`config.mk`:
```
export PLATFORM = sky130hd
export DESIGN_NAME = read_addr_arbiter_flat
export DESIGN_NICKNAME = d
export VERILOG_FILES = /design/src/rtl/read_addr_arbiter_if.sv /design/src/rtl/read_addr_arbiter.sv /design/src/flat_wrapper.sv
export SDC_FILE = /design/constraint.sdc
export NUM_CORES = 1
export LEC_CHECK = 0
export ABC_AREA = 1
export CORE_MARGIN = 2
export CORE_UTILIZATION = 40
export CTS_CLUSTER_DIAMETER = 150
export DETAILED_ROUTE_END_ITERATION = 8
export PLACE_DENSITY = 0.81
export SLEW_MARGIN = 20
export SYNTH_ARGS = -nofsm -noshare
export SYNTH_HDL_FRONTEND = slang
export SYNTH_SLANG_ARGS = --single-unit
export TNS_END_PERCENT = 100
```
`constraint.sdc`:
```
create_clock -name clk -period 2.3 [get_ports clk]
set_input_delay 0.345 -clock clk [delete_from_list [all_inputs] [get_ports clk]]
set_output_delay 0.345 -clock clk [all_outputs]
set_load 0.1 [all_outputs]
```
`src/rtl/read_addr_arbiter_if.sv`:
```
// AR request/grant and default-slave R bundle shared by the read-address arbiter.
// The slave modport is the arbiter's view; the master modport is the masters/slaves around it.
interface read_addr_arbiter_if #(
  parameter int ID_W   = 4,
  parameter int IDS_W  = 8,
  parameter int ADDR_W = 32,
  parameter int DATA_W = 32
);
  logic [ID_W-1:0]   ARID_M0,    ARID_M1;
  logic [ADDR_W-1:0] ARADDR_M0,  ARADDR_M1;
  logic [3:0]        ARLEN_M0,   ARLEN_M1;
  logic [2:0]        ARSIZE_M0,  ARSIZE_M1;
  logic [1:0]        ARBURST_M0, ARBURST_M1;
  logic              ARVALID_M0, ARVALID_M1;
  logic              ARREADY_M0, ARREADY_M1;
  logic              RVALID_M0,  RVALID_M1;
  logic              RREADY_M0,  RREADY_M1;
  logic              RLAST_M0,   RLAST_M1;

  logic [IDS_W-1:0]  ARID_S;
  logic [ADDR_W-1:0] ARADDR_S;
  logic [3:0]        ARLEN_S;
  logic [2:0]        ARSIZE_S;
  logic [1:0]        ARBURST_S;
  logic [4:0]        ARVALID_S;
  logic [4:0]        ARREADY_S;

  logic [IDS_W-1:0]  RID_DEF;
  logic [DATA_W-1:0] RDATA_DEF;
  logic [1:0]        RRESP_DEF;
  logic              RLAST_DEF;
  logic              RVALID_DEF;
  logic              RREADY_DEF;

  modport slave (
    input  ARID_M0, ARID_M1, ARADDR_M0, ARADDR_M1, ARLEN_M0, ARLEN_M1,
    input  ARSIZE_M0, ARSIZE_M1, ARBURST_M0, ARBURST_M1, ARVALID_M0, ARVALID_M1,
    output ARREADY_M0, ARREADY_M1,
    input  RVALID_M0, RVALID_M1, RREADY_M0, RREADY_M1, RLAST_M0, RLAST_M1,
    output ARID_S, ARADDR_S, ARLEN_S, ARSIZE_S, ARBURST_S, ARVALID_S,
    input  ARREADY_S,
    output RID_DEF, RDATA_DEF, RRESP_DEF, RLAST_DEF, RVALID_DEF,
    input  RREADY_DEF
  );

  modport master (
    output ARID_M0, ARID_M1, ARADDR_M0, ARADDR_M1, ARLEN_M0, ARLEN_M1,
    output ARSIZE_M0, ARSIZE_M1, ARBURST_M0, ARBURST_M1, ARVALID_M0, ARVALID_M1,
    input  ARREADY_M0, ARREADY_M1,
    output RVALID_M0, RVALID_M1, RREADY_M0, RREADY_M1, RLAST_M0, RLAST_M1,
    input  ARID_S, ARADDR_S, ARLEN_S, ARSIZE_S, ARBURST_S, ARVALID_S,
    output ARREADY_S,
    input  RID_DEF, RDATA_DEF, RRESP_DEF, RLAST_DEF, RVALID_DEF,
    output RREADY_DEF
  );
endinterface

```
`src/rtl/read_addr_arbiter.sv`:
```
// Two-master round-robin AR arbiter with five-slave decode and an internal DECERR slave.
// One read is in flight at a time: the grant is held until the burst's last R beat.
module read_addr_arbiter #(
  parameter int ID_W   = 4,
  parameter int IDS_W  = 8,
  parameter int ADDR_W = 32,
  parameter int DATA_W = 32
) (
  input  logic                clk,
  input  logic                rst,
  read_addr_arbiter_if.slave  io_bus
);
  typedef enum logic [1:0] {ST_IDLE, ST_ADDR, ST_WAIT_R, ST_DEF_R} state_t;

  // All regions are power-of-two sized and aligned, so decode is base/mask matching.
  localparam logic [ADDR_W-1:0] SLV_BASE [5] = '{
    ADDR_W'(32'h0000_0000), ADDR_W'(32'h0001_0000), ADDR_W'(32'h0002_0000),
    ADDR_W'(32'h1000_0000), ADDR_W'(32'h2000_0000)};
  localparam logic [ADDR_W-1:0] SLV_MASK [5] = '{
    ADDR_W'(32'h0000_3FFF), ADDR_W'(32'h0000_FFFF), ADDR_W'(32'h0000_FFFF),
    ADDR_W'(32'h0000_03FF), ADDR_W'(32'h001F_FFFF)};

  state_t            r_state;
  logic              r_last_grant;
  logic              r_gnt;
  logic [3:0]        r_beat_cnt;
  logic [IDS_W-1:0]  r_arid_s;
  logic [ADDR_W-1:0] r_araddr_s;
  logic [3:0]        r_arlen_s;
  logic [2:0]        r_arsize_s;
  logic [1:0]        r_arburst_s;
  logic [4:0]        r_arvalid_s;
  logic [IDS_W-1:0]  r_rid_def;
  logic [1:0]        r_rresp_def;
  logic              r_rlast_def;
  logic              r_rvalid_def;

  logic              w_idle;
  logic              w_gnt_m1;
  logic              w_gnt_m0;
  logic              w_take;
  logic [ADDR_W-1:0] w_addr;
  logic [ID_W-1:0]   w_id;
  logic [3:0]        w_len;
  logic [2:0]        w_size;
  logic [1:0]        w_burst;
  logic [IDS_W-1:0]  w_tagged_id;
  logic [4:0]        w_hit;
  logic              w_mapped;
  logic              w_r_done;

  assign w_idle   = rst && (r_state == ST_IDLE);
  assign w_gnt_m1 = io_bus.ARVALID_M1 && (!io_bus.ARVALID_M0 || !r_last_grant);
  assign w_gnt_m0 = io_bus.ARVALID_M0 && !w_gnt_m1;
  assign w_take   = w_idle && (io_bus.ARVALID_M0 || io_bus.ARVALID_M1);

  assign io_bus.ARREADY_M0 = w_idle && w_gnt_m0;
  assign io_bus.ARREADY_M1 = w_idle && w_gnt_m1;

  assign w_addr      = w_gnt_m1 ? io_bus.ARADDR_M1  : io_bus.ARADDR_M0;
  assign w_id        = w_gnt_m1 ? io_bus.ARID_M1    : io_bus.ARID_M0;
  assign w_len       = w_gnt_m1 ? io_bus.ARLEN_M1   : io_bus.ARLEN_M0;
  assign w_size      = w_gnt_m1 ? io_bus.ARSIZE_M1  : io_bus.ARSIZE_M0;
  assign w_burst     = w_gnt_m1 ? io_bus.ARBURST_M1 : io_bus.ARBURST_M0;
  assign w_tagged_id = {(w_gnt_m1 ? 4'b0010 : 4'b0001), w_id};

  genvar gi;
  generate
    for (gi = 0; gi < 5; gi++) begin : g_dec
      assign w_hit[gi] = (w_addr & ~SLV_MASK[gi]) == SLV_BASE[gi];
    end
  endgenerate
  assign w_mapped = |w_hit;

  assign w_r_done = r_gnt ? (io_bus.RVALID_M1 && io_bus.RREADY_M1 && io_bus.RLAST_M1)
                          : (io_bus.RVALID_M0 && io_bus.RREADY_M0 && io_bus.RLAST_M0);

  always_ff @(posedge clk) begin
    if (!rst) begin
      r_state      <= ST_IDLE;
      r_last_grant <= 1'b1;
      r_gnt        <= 1'b0;
      r_beat_cnt   <= '0;
      r_arid_s     <= '0;
      r_araddr_s   <= '0;
      r_arlen_s    <= '0;
      r_arsize_s   <= '0;
      r_arburst_s  <= '0;
      r_arvalid_s  <= '0;
      r_rid_def    <= '0;
      r_rresp_def  <= '0;
      r_rlast_def  <= 1'b0;
      r_rvalid_def <= 1'b0;
    end else begin
      case (r_state)
        ST_IDLE: begin
          if (w_take) begin
            r_gnt        <= w_gnt_m1;
            r_last_grant <= w_gnt_m1;
            r_arid_s     <= w_tagged_id;
            r_araddr_s   <= w_addr;
            r_arlen_s    <= w_len;
            r_arsize_s   <= w_size;
            r_arburst_s  <= w_burst;
            if (w_mapped) begin
              r_arvalid_s <= w_hit;
              r_state     <= ST_ADDR;
            end else begin
              r_rvalid_def <= 1'b1;
              r_rresp_def  <= 2'b11;
              r_rid_def    <= w_tagged_id;
              r_rlast_def  <= (w_len == 4'd0);
              r_beat_cnt   <= w_len;
              r_state      <= ST_DEF_R;
            end
          end
        end
        ST_ADDR: begin
          if (|(r_arvalid_s & io_bus.ARREADY_S)) begin
            r_arvalid_s <= '0;
            r_state     <= ST_WAIT_R;
          end
        end
        ST_WAIT_R: begin
          if (w_r_done) r_state <= ST_IDLE;
        end
        ST_DEF_R: begin
          if (r_rvalid_def && io_bus.RREADY_DEF) begin
            if (r_rlast_def) begin
              r_rvalid_def <= 1'b0;
              r_rlast_def  <= 1'b0;
              r_rresp_def  <= '0;
              r_rid_def    <= '0;
              r_state      <= ST_IDLE;
            end else begin
              r_beat_cnt  <= r_beat_cnt - 4'd1;
              r_rlast_def <= (r_beat_cnt == 4'd1);
            end
          end
        end
        default: r_state <= ST_IDLE;
      endcase
    end
  end

  assign io_bus.ARID_S     = r_arid_s;
  assign io_bus.ARADDR_S   = r_araddr_s;
  assign io_bus.ARLEN_S    = r_arlen_s;
  assign io_bus.ARSIZE_S   = r_arsize_s;
  assign io_bus.ARBURST_S  = r_arburst_s;
  assign io_bus.ARVALID_S  = r_arvalid_s;
  assign io_bus.RID_DEF    = r_rid_def;
  assign io_bus.RDATA_DEF  = {DATA_W{1'b0}};
  assign io_bus.RRESP_DEF  = r_rresp_def;
  assign io_bus.RLAST_DEF  = r_rlast_def;
  assign io_bus.RVALID_DEF = r_rvalid_def;
endmodule

```
`src/flat_wrapper.sv`:
```
// flat-port wrapper written by rule: the top's interface ports become plain ports
module read_addr_arbiter_flat 
#(
  parameter int ID_W   = 4,
  parameter int IDS_W  = 8,
  parameter int ADDR_W = 32,
  parameter int DATA_W = 32
)
  (clk, rst, io_bus_ARID_M0, io_bus_ARID_M1, io_bus_ARADDR_M0, io_bus_ARADDR_M1, io_bus_ARLEN_M0, io_bus_ARLEN_M1, io_bus_ARSIZE_M0, io_bus_ARSIZE_M1, io_bus_ARBURST_M0, io_bus_ARBURST_M1, io_bus_ARVALID_M0, io_bus_ARVALID_M1, io_bus_ARREADY_M0, io_bus_ARREADY_M1, io_bus_RVALID_M0, io_bus_RVALID_M1, io_bus_RREADY_M0, io_bus_RREADY_M1, io_bus_RLAST_M0, io_bus_RLAST_M1, io_bus_ARID_S, io_bus_ARADDR_S, io_bus_ARLEN_S, io_bus_ARSIZE_S, io_bus_ARBURST_S, io_bus_ARVALID_S, io_bus_ARREADY_S, io_bus_RID_DEF, io_bus_RDATA_DEF, io_bus_RRESP_DEF, io_bus_RLAST_DEF, io_bus_RVALID_DEF, io_bus_RREADY_DEF);
  read_addr_arbiter_if #(.ID_W(ID_W), .IDS_W(IDS_W), .ADDR_W(ADDR_W), .DATA_W(DATA_W)) io_bus_i ();
  input  logic clk;
  input  logic rst;
  input wire logic [$bits(io_bus_i.ARID_M0)-1:0] io_bus_ARID_M0;
  input wire logic [$bits(io_bus_i.ARID_M1)-1:0] io_bus_ARID_M1;
  input wire logic [$bits(io_bus_i.ARADDR_M0)-1:0] io_bus_ARADDR_M0;
  input wire logic [$bits(io_bus_i.ARADDR_M1)-1:0] io_bus_ARADDR_M1;
  input wire logic [$bits(io_bus_i.ARLEN_M0)-1:0] io_bus_ARLEN_M0;
  input wire logic [$bits(io_bus_i.ARLEN_M1)-1:0] io_bus_ARLEN_M1;
  input wire logic [$bits(io_bus_i.ARSIZE_M0)-1:0] io_bus_ARSIZE_M0;
  input wire logic [$bits(io_bus_i.ARSIZE_M1)-1:0] io_bus_ARSIZE_M1;
  input wire logic [$bits(io_bus_i.ARBURST_M0)-1:0] io_bus_ARBURST_M0;
  input wire logic [$bits(io_bus_i.ARBURST_M1)-1:0] io_bus_ARBURST_M1;
  input wire logic [$bits(io_bus_i.ARVALID_M0)-1:0] io_bus_ARVALID_M0;
  input wire logic [$bits(io_bus_i.ARVALID_M1)-1:0] io_bus_ARVALID_M1;
  output wire logic [$bits(io_bus_i.ARREADY_M0)-1:0] io_bus_ARREADY_M0;
  output wire logic [$bits(io_bus_i.ARREADY_M1)-1:0] io_bus_ARREADY_M1;
  input wire logic [$bits(io_bus_i.RVALID_M0)-1:0] io_bus_RVALID_M0;
  input wire logic [$bits(io_bus_i.RVALID_M1)-1:0] io_bus_RVALID_M1;
  input wire logic [$bits(io_bus_i.RREADY_M0)-1:0] io_bus_RREADY_M0;
  input wire logic [$bits(io_bus_i.RREADY_M1)-1:0] io_bus_RREADY_M1;
  input wire logic [$bits(io_bus_i.RLAST_M0)-1:0] io_bus_RLAST_M0;
  input wire logic [$bits(io_bus_i.RLAST_M1)-1:0] io_bus_RLAST_M1;
  output wire logic [$bits(io_bus_i.ARID_S)-1:0] io_bus_ARID_S;
  output wire logic [$bits(io_bus_i.ARADDR_S)-1:0] io_bus_ARADDR_S;
  output wire logic [$bits(io_bus_i.ARLEN_S)-1:0] io_bus_ARLEN_S;
  output wire logic [$bits(io_bus_i.ARSIZE_S)-1:0] io_bus_ARSIZE_S;
  output wire logic [$bits(io_bus_i.ARBURST_S)-1:0] io_bus_ARBURST_S;
  output wire logic [$bits(io_bus_i.ARVALID_S)-1:0] io_bus_ARVALID_S;
  input wire logic [$bits(io_bus_i.ARREADY_S)-1:0] io_bus_ARREADY_S;
  output wire logic [$bits(io_bus_i.RID_DEF)-1:0] io_bus_RID_DEF;
  output wire logic [$bits(io_bus_i.RDATA_DEF)-1:0] io_bus_RDATA_DEF;
  output wire logic [$bits(io_bus_i.RRESP_DEF)-1:0] io_bus_RRESP_DEF;
  output wire logic [$bits(io_bus_i.RLAST_DEF)-1:0] io_bus_RLAST_DEF;
  output wire logic [$bits(io_bus_i.RVALID_DEF)-1:0] io_bus_RVALID_DEF;
  input wire logic [$bits(io_bus_i.RREADY_DEF)-1:0] io_bus_RREADY_DEF;
  assign io_bus_i.ARID_M0 = io_bus_ARID_M0;
  assign io_bus_i.ARID_M1 = io_bus_ARID_M1;
  assign io_bus_i.ARADDR_M0 = io_bus_ARADDR_M0;
  assign io_bus_i.ARADDR_M1 = io_bus_ARADDR_M1;
  assign io_bus_i.ARLEN_M0 = io_bus_ARLEN_M0;
  assign io_bus_i.ARLEN_M1 = io_bus_ARLEN_M1;
  assign io_bus_i.ARSIZE_M0 = io_bus_ARSIZE_M0;
  assign io_bus_i.ARSIZE_M1 = io_bus_ARSIZE_M1;
  assign io_bus_i.ARBURST_M0 = io_bus_ARBURST_M0;
  assign io_bus_i.ARBURST_M1 = io_bus_ARBURST_M1;
  assign io_bus_i.ARVALID_M0 = io_bus_ARVALID_M0;
  assign io_bus_i.ARVALID_M1 = io_bus_ARVALID_M1;
  assign io_bus_ARREADY_M0 = io_bus_i.ARREADY_M0;
  assign io_bus_ARREADY_M1 = io_bus_i.ARREADY_M1;
  assign io_bus_i.RVALID_M0 = io_bus_RVALID_M0;
  assign io_bus_i.RVALID_M1 = io_bus_RVALID_M1;
  assign io_bus_i.RREADY_M0 = io_bus_RREADY_M0;
  assign io_bus_i.RREADY_M1 = io_bus_RREADY_M1;
  assign io_bus_i.RLAST_M0 = io_bus_RLAST_M0;
  assign io_bus_i.RLAST_M1 = io_bus_RLAST_M1;
  assign io_bus_ARID_S = io_bus_i.ARID_S;
  assign io_bus_ARADDR_S = io_bus_i.ARADDR_S;
  assign io_bus_ARLEN_S = io_bus_i.ARLEN_S;
  assign io_bus_ARSIZE_S = io_bus_i.ARSIZE_S;
  assign io_bus_ARBURST_S = io_bus_i.ARBURST_S;
  assign io_bus_ARVALID_S = io_bus_i.ARVALID_S;
  assign io_bus_i.ARREADY_S = io_bus_ARREADY_S;
  assign io_bus_RID_DEF = io_bus_i.RID_DEF;
  assign io_bus_RDATA_DEF = io_bus_i.RDATA_DEF;
  assign io_bus_RRESP_DEF = io_bus_i.RRESP_DEF;
  assign io_bus_RLAST_DEF = io_bus_i.RLAST_DEF;
  assign io_bus_RVALID_DEF = io_bus_i.RVALID_DEF;
  assign io_bus_i.RREADY_DEF = io_bus_RREADY_DEF;
  read_addr_arbiter #(.ID_W(ID_W), .IDS_W(IDS_W), .ADDR_W(ADDR_W), .DATA_W(DATA_W)) u_core (.clk(clk), .rst(rst), .io_bus(io_bus_i));
endmodule
```
Yosys cells after proc, flatten, opt, wreduce, memory -nomap -nowiden
Index checks and enable logic that the tools add are counted.
Widths: inputs -> output; s select.
{"block": "word_totals", "word_cells": 102, "out_inout_bits": 100, "register_bits": 74, "input_bits": 106}
{"block": "classes", "eq_ne": 16, "reduce_logical": 29, "addsub": 1, "bitwise_logic": 1, "n_mux": 41}
{"cell": "$logic_not 32->1", "n": 1}
{"cell": "$mux 32", "n": 1}
{"cell": "$mux 8", "n": 4}
{"cell": "$mux 4", "n": 6}
{"cell": "$eq 22x19->1 const B", "n": 1}
{"cell": "$mux 2", "n": 10}
{"cell": "$eq 16x1->1 const B", "n": 1}
{"cell": "$eq 16x2->1 const B", "n": 1}
{"cell": "$pmux 8 s2", "n": 1}
{"cell": "$mux 5", "n": 3}
{"cell": "$reduce_and 5->1", "n": 3}
{"cell": "$ne 2x1->1 const B", "n": 6}
{"cell": "$eq 11x9->1 const B", "n": 1}
{"cell": "$logic_and 1x1->1", "n": 11}
{"cell": "$pmux 5 s2", "n": 1}
{"cell": "$reduce_or 5->1", "n": 2}
{"cell": "$mux 1", "n": 9}
{"cell": "$pmux 2 s4", "n": 1}
{"cell": "$pmux 4 s2", "n": 1}
{"cell": "$reduce_and 4->1", "n": 2}
{"cell": "$and 5x5->5", "n": 1}
{"cell": "$eq 2x2->1 const B", "n": 2}
{"cell": "$eq 4x1->1 const B", "n": 1}
{"cell": "$logic_not 4->1", "n": 1}
{"cell": "other kinds (11)", "n": 17}

Longest topological paths before layout
{"block": "logic_depth", "depth_word": 9, "depth_mapped": 18, "depth_no_buf": 17}

Worst setup path before layout
No wires, ideal clock.
{"block": "synth_path", "path_type": "register to register", "start": "register, netlist name u_core.io_bus.RRESP_DEF[0]", "end": "register u_core.r_rid_def[1], in the netlist u_core.io_bus.RID_DEF[1]", "slack_ps": -3, "setup_time_ps": 114, "t_arrival_ps": 2190, "n_path_buf": 0, "path_stages_with_launch": 6, "synth_period_minus_slack_ps": 2303, "required_time_ps": 2186, "cell_sequence": "dfxtp_1 a21oi_1 nor3_1 nand3_2 nor2_1 nor2_1"}
{"item": "end signal, assigned", "line_no": "read_addr_arbiter.sv:111", "text": "r_rid_def <= w_tagged_id;"}
{"item": "end, declared", "line_no": "read_addr_arbiter.sv:33", "text": "logic [IDS_W-1:0] r_rid_def;"}

Worst setup path after layout
{"block": "layout_path", "start": "input io_bus_ARVALID_M0", "end": "output io_bus_ARREADY_M0"}
{"block": "layout_between", "elab_chain_cells": 6}
{"item": "start, declared", "line_no": "flat_wrapper.sv:23", "text": "input wire logic [$bits(io_bus_i.ARVALID_M0)-1:0] io_bus_ARVALID_M0;"}
{"item": "$logic_not 1->1", "line_no": "read_addr_arbiter.sv:53", "text": "assign w_gnt_m1 = io_bus.ARVALID_M1 && (!io_bus.ARVALID_M0 || !r_last_grant);"}
{"item": "$logic_or 1x1->1", "line_no": "read_addr_arbiter.sv:53"}
{"item": "$logic_and 1x1->1", "line_no": "read_addr_arbiter.sv:53"}
{"item": "$logic_not 1->1", "line_no": "read_addr_arbiter.sv:54", "text": "assign w_gnt_m0 = io_bus.ARVALID_M0 && !w_gnt_m1;"}
{"item": "$logic_and 1x1->1 (*)", "line_no": "read_addr_arbiter.sv:54"}
{"item": "$logic_and 1x1->1 (*)", "line_no": "read_addr_arbiter.sv:57", "text": "assign io_bus.ARREADY_M0 = w_idle && w_gnt_m0;"}
{"item": "end, declared", "line_no": "flat_wrapper.sv:25", "text": "output wire logic [$bits(io_bus_i.ARREADY_M0)-1:0] io_bus_ARREADY_M0;"}
Every way passes the cells marked *; elsewhere a longest branch is shown, timed or not.

==> flow_summary_export.csv <==
group,metric,value,unit
critical_path,path_class,"primary input to primary output",
sta,fmax,447,MHz
logic_synthesis,synth_xor_area_share,0.223,%
finish,nets,909,
critical_path,worstPathRequired,1.96,ns
die,die_x,103,um
route,drc_errors,0,
cts,cts_sinks,67,
critical_path,rr_worst_depth,16,
power_and_ir_drop,p_seq_share,22.5,%
critical_path,cp-startpoint,"io_bus_ARVALID_M0",
die,core,9640,um2
critical_path,cp.arrival,1.89,ns
die,dieHeight,103,um
grt,grt_max_degree,49,
sta,worst_pin_slew,0.627,ns
critical_path,path_max_fanout,15,
critical_path,cp-end-kind,"primary output",
sta,post-route-period-util,97.3,%
route,vias,4488,
route,via_per_inst,4.81,
logic_synthesis,muxShareOfSynthArea,0.766,%
cts,clkTransAtPathRegs,0.07,ns
critical_path,crit_path_max_incr_delay,0.50,ns
placement,dp_hpwl,9270,um
logic_synthesis,ys_warn_count,0,
finish,area_delta_synth_final,53.3,%
cts,ctsHtreeMaxLevel,3,
route,wire_per_inst,13.2,um
sta,finalClockSkew,0.00472,ns
critical_path,rr_endpoint,"u_core.io_bus.RID_DEF[1]",
die,num_rows,36,
logic_synthesis,synth_compound_area_share,11.9,%
sta,hold_viol_final,0,
power_and_ir_drop,power.leakage,2.87,nW
die,start_util,40.7,%
placement,placed_area,5710,um2
cts,cts_hold_buffers,0,
power_and_ir_drop,pwr-share-clk,13.0,%
cts,insertion_delay,0.34,ns
cts,cts_tree,"done",
route,drt_pre_antenna_iters,4,
placement,portBuffers,169,
sta,finalMaxSlewViolations,0,
critical_path,start_kind,"primary input",
finish,antennaDiodeCount,0,
power_and_ir_drop,power_switching,4.32,mW
die,die_area,10600,um2
finish,fin_area,6010,um2
run_status,status,"complete, no violations",
logic_synthesis,synth_top_family_by_area,"simple AND/OR/NAND/NOR gates",
logic_synthesis,ys_types,31,
critical_path,critical_path_buf_inv_count,5,
logic_synthesis,ys_ff_latch,67,
power_and_ir_drop,irDropWorstVdd,0.708,mV
finish,fin_util,62.3,%
logic_synthesis,synth_simple_gate_area_share,35.2,%
critical_path,crit_family,"buffers and inverters",
critical_path,rr_startpoint,"u_core.r_last_grant",
logic_synthesis,syn_inst,599,
power_and_ir_drop,switching_share,56.5,%
critical_path,cpMostUsedCell,"buf_12",
critical_path,worst_path_max_delay_cell,"clkdlybuf4s50_1",
logic_synthesis,ys_seq_area_share,34.2,%
hold_path,hp-class,"register to register",
cts,cts_root_buf,"clkbuf_8",
logic_synthesis,synthAdderAreaFrac,2.23,%
grt,grt_pass1_vias,4226,
sta,setup_viol,0,
grt,grt_pass1_wl,18900,um
die,num_io_pins,206,
cts,cts_setup_buffers,0,
power_and_ir_drop,p_comb_share,64.5,%
route,drt-initial-drc-count,213,
sta,min_period,2.24,ns
finish,drive_above_1_share,20.0,%
grt,grt_overflow,0,
critical_path,path_depth,8,
route,ant_nets,0,
grt,grtUsageTotal,22.4,%
cts,cts_buffers,9,
power_and_ir_drop,powerDensity,1270,nW/um2
grt,antenna_found_initial,0,
cts,clockBufferDepth,2,
finish,n_fill_cell,896,
critical_path,crit_chain,"clkdlybuf4s50_1, nand2_2, nand2_4, buf_12, buf_4, inv_1, nor2_4, buf_12",
critical_path,endpoint,"io_bus_ARREADY_M0",
critical_path,reg2reg_slack,0.16,ns
logic_synthesis,synthesis.area,3920,um2
run,cap_violations,0,
route,wl,12300,um
sta,slew_headroom,58.0,%
logic_synthesis,synth_area_per_cell,6.54,um2
power_and_ir_drop,p_int,3.33,mW
placement,gp_congestion,0.828,
[kinds of logic after synthesis]
family / after synthesis
flops: 67
simple gates: 327
mux: 3
fa+ha+maj: 7
xor+xnor: 1
buf+inv: 109
other cells: 1
compound gates: 84
[stage by stage]
step	TNS (ns)	std cells	setup WS [ns]	total power [mW]	hold WS, ns
finish	0	933	0.0628	7.65	0.492
global route	-0.338	933	-0.0535	8.05	0.513
CTS	0	932	0.0282	7.58	0.495
detailed placement	-5.11	917	-0.308	6.57	0.480
global placement	-2.93	917	-0.217	6.48	0.469
floorplan	0	634	0.0540	5.44	0.429
[cells in the final DEF (no fill, tap or decap), types with 2 or more instances in the layout]
cell type and n:
a21oi_1 17, nand3b_1 9, conb_1 36, nand3_2 3
dfxtp_1 66, nand3_1 52, buf_12 3, o21ai_0 33
clkbuf_8 11, o21ai_1 3, inv_1 33, nor2_2 6
nor2_1 57, nand2_4 2, ha_1 7, buf_4 109
buf_6 2, clkdlybuf4s50_1 103, nand4_1 3, inv_2 7
mux2i_1 3, nor3_1 4, a31oi_1 27, nand2_1 178
clkbuf_1 2, nand2_2 6, nor2_4 4
[cell type report]
| cell class | instances | area (um2) | area share [%] |
|---|---|---|---|
| repair buffers | 220 | 1970 | 32.9 |
| well taps | 133 | 166 | 2.77 |
| clock buffers | 13 | 159 | 2.65 |
| flip-flops and latches | 67 | 1340 | 22.3 |
| inverters | 40 | 150 | 2.50 |
| multi-input cells | 458 | 2180 | 36.3 |
| clock inverters | 2 | 35.0 | 0.583 |
[layer usage]
| layer | up-vias | track usage (%) | part of all wire [%] |
|---|---|---|---|
| li1 | 2257 | - | - |
| met1 | 2043 | 26.5 | 42 |
| met2 | 170 | 40.1 | 50 |
| met3 | 18 | 3.59 | 6.5 |
| met4 | 0 | 9.21 | 2.3 |
| met5 | - | 0 | 0 |
[cells in the mapped netlist]
master | n | area share [%]
clkbuf_1 | 10 | 0.96
nand3_1 | 53 | 6.8
conb_1 | 1 | 0.096
dfxtp_1 | 67 | 34
a31oi_1 | 27 | 4.3
mux2i_1 | 3 | 0.77
ha_1 | 7 | 2.2
nor3_1 | 4 | 0.51
inv_1 | 33 | 3.2
nand2_1 | 184 | 18
o21ai_1 | 3 | 0.38
o21ai_0 | 33 | 4.2
buf_6 | 3 | 0.86
or2_1 | 1 | 0.16
inv_2 | 7 | 0.67
a32oi_1 | 1 | 0.22
o211ai_1 | 1 | 0.19
nand2_2 | 2 | 0.32
nand3b_1 | 9 | 1.7
nor2_2 | 4 | 0.64
o21bai_1 | 1 | 0.19
nor2_1 | 63 | 6.0
buf_2 | 10 | 1.3
nand3_2 | 3 | 0.77
buf_4 | 42 | 8.0
nor3b_1 | 1 | 0.19
xor2_1 | 1 | 0.22
buf_1 | 4 | 0.38
a21oi_1 | 17 | 2.2
a211oi_1 | 1 | 0.19
nand4_1 | 3 | 0.48
[sequential cells by signal (all words and copies together), names as in the netlist]
name,cells
u_core.r_beat_cnt,4
u_core.io_bus.ARADDR_S,32
u_core.io_bus.ARSIZE_S,3
u_core.io_bus.ARBURST_S,2
u_core.r_last_grant,1
u_core.io_bus.ARID_S,6
u_core.io_bus.RID_DEF,6
u_core.io_bus.RRESP_DEF,1
u_core.io_bus.ARLEN_S,4
u_core.io_bus.RLAST_DEF,1
u_core.r_state,2
u_core.io_bus.ARVALID_S,5
[worst min path at each step]
stage	from	end	slack [ns]	cells after the start
after global placement	u_core.io_bus.ARID_S[1]	u_core.io_bus.ARID_S[1]	0.47	2
after floorplan	u_core.r_last_grant	u_core.r_last_grant	0.43	2
after detailed placement	u_core.io_bus.ARADDR_S[0]	u_core.io_bus.ARADDR_S[0]	0.48	2
after CTS	u_core.io_bus.ARADDR_S[0]	u_core.io_bus.ARADDR_S[0]	0.49	2
after global routing	u_core.io_bus.ARBURST_S[0]	u_core.io_bus.ARBURST_S[0]	0.51	2
final	u_core.io_bus.ARADDR_S[6]	u_core.io_bus.ARADDR_S[6]	0.49	2
[worst min-delay path: stages (launching register included)]
cell and delay (ns):
dfxtp_1 0.31, nand2_1 0.06, a31oi_1 0.07
[power groups by stage]
stage / Sequential (mW) / Combinational (mW) / Clock, mW
global placement: 1.72 / 4.75 / 0
finish: 1.72 / 4.93 / 0.997
detailed placement: 1.74 / 4.83 / 0
CTS: 1.71 / 4.85 / 1.01
floorplan: 3.54 / 1.90 / 0
global route: 1.75 / 5.23 / 1.07
[repair_timing]
| item | CTS | global route |
|---|---|---|
| resized for setup | 1 | 22 |
| pin swaps | 0 | 3 |
| gates cloned | 0 | 1 |
| endpoints found under the setup margin | 1 | 19 |
No activity file was read; power rests on OpenSTA's default activity.
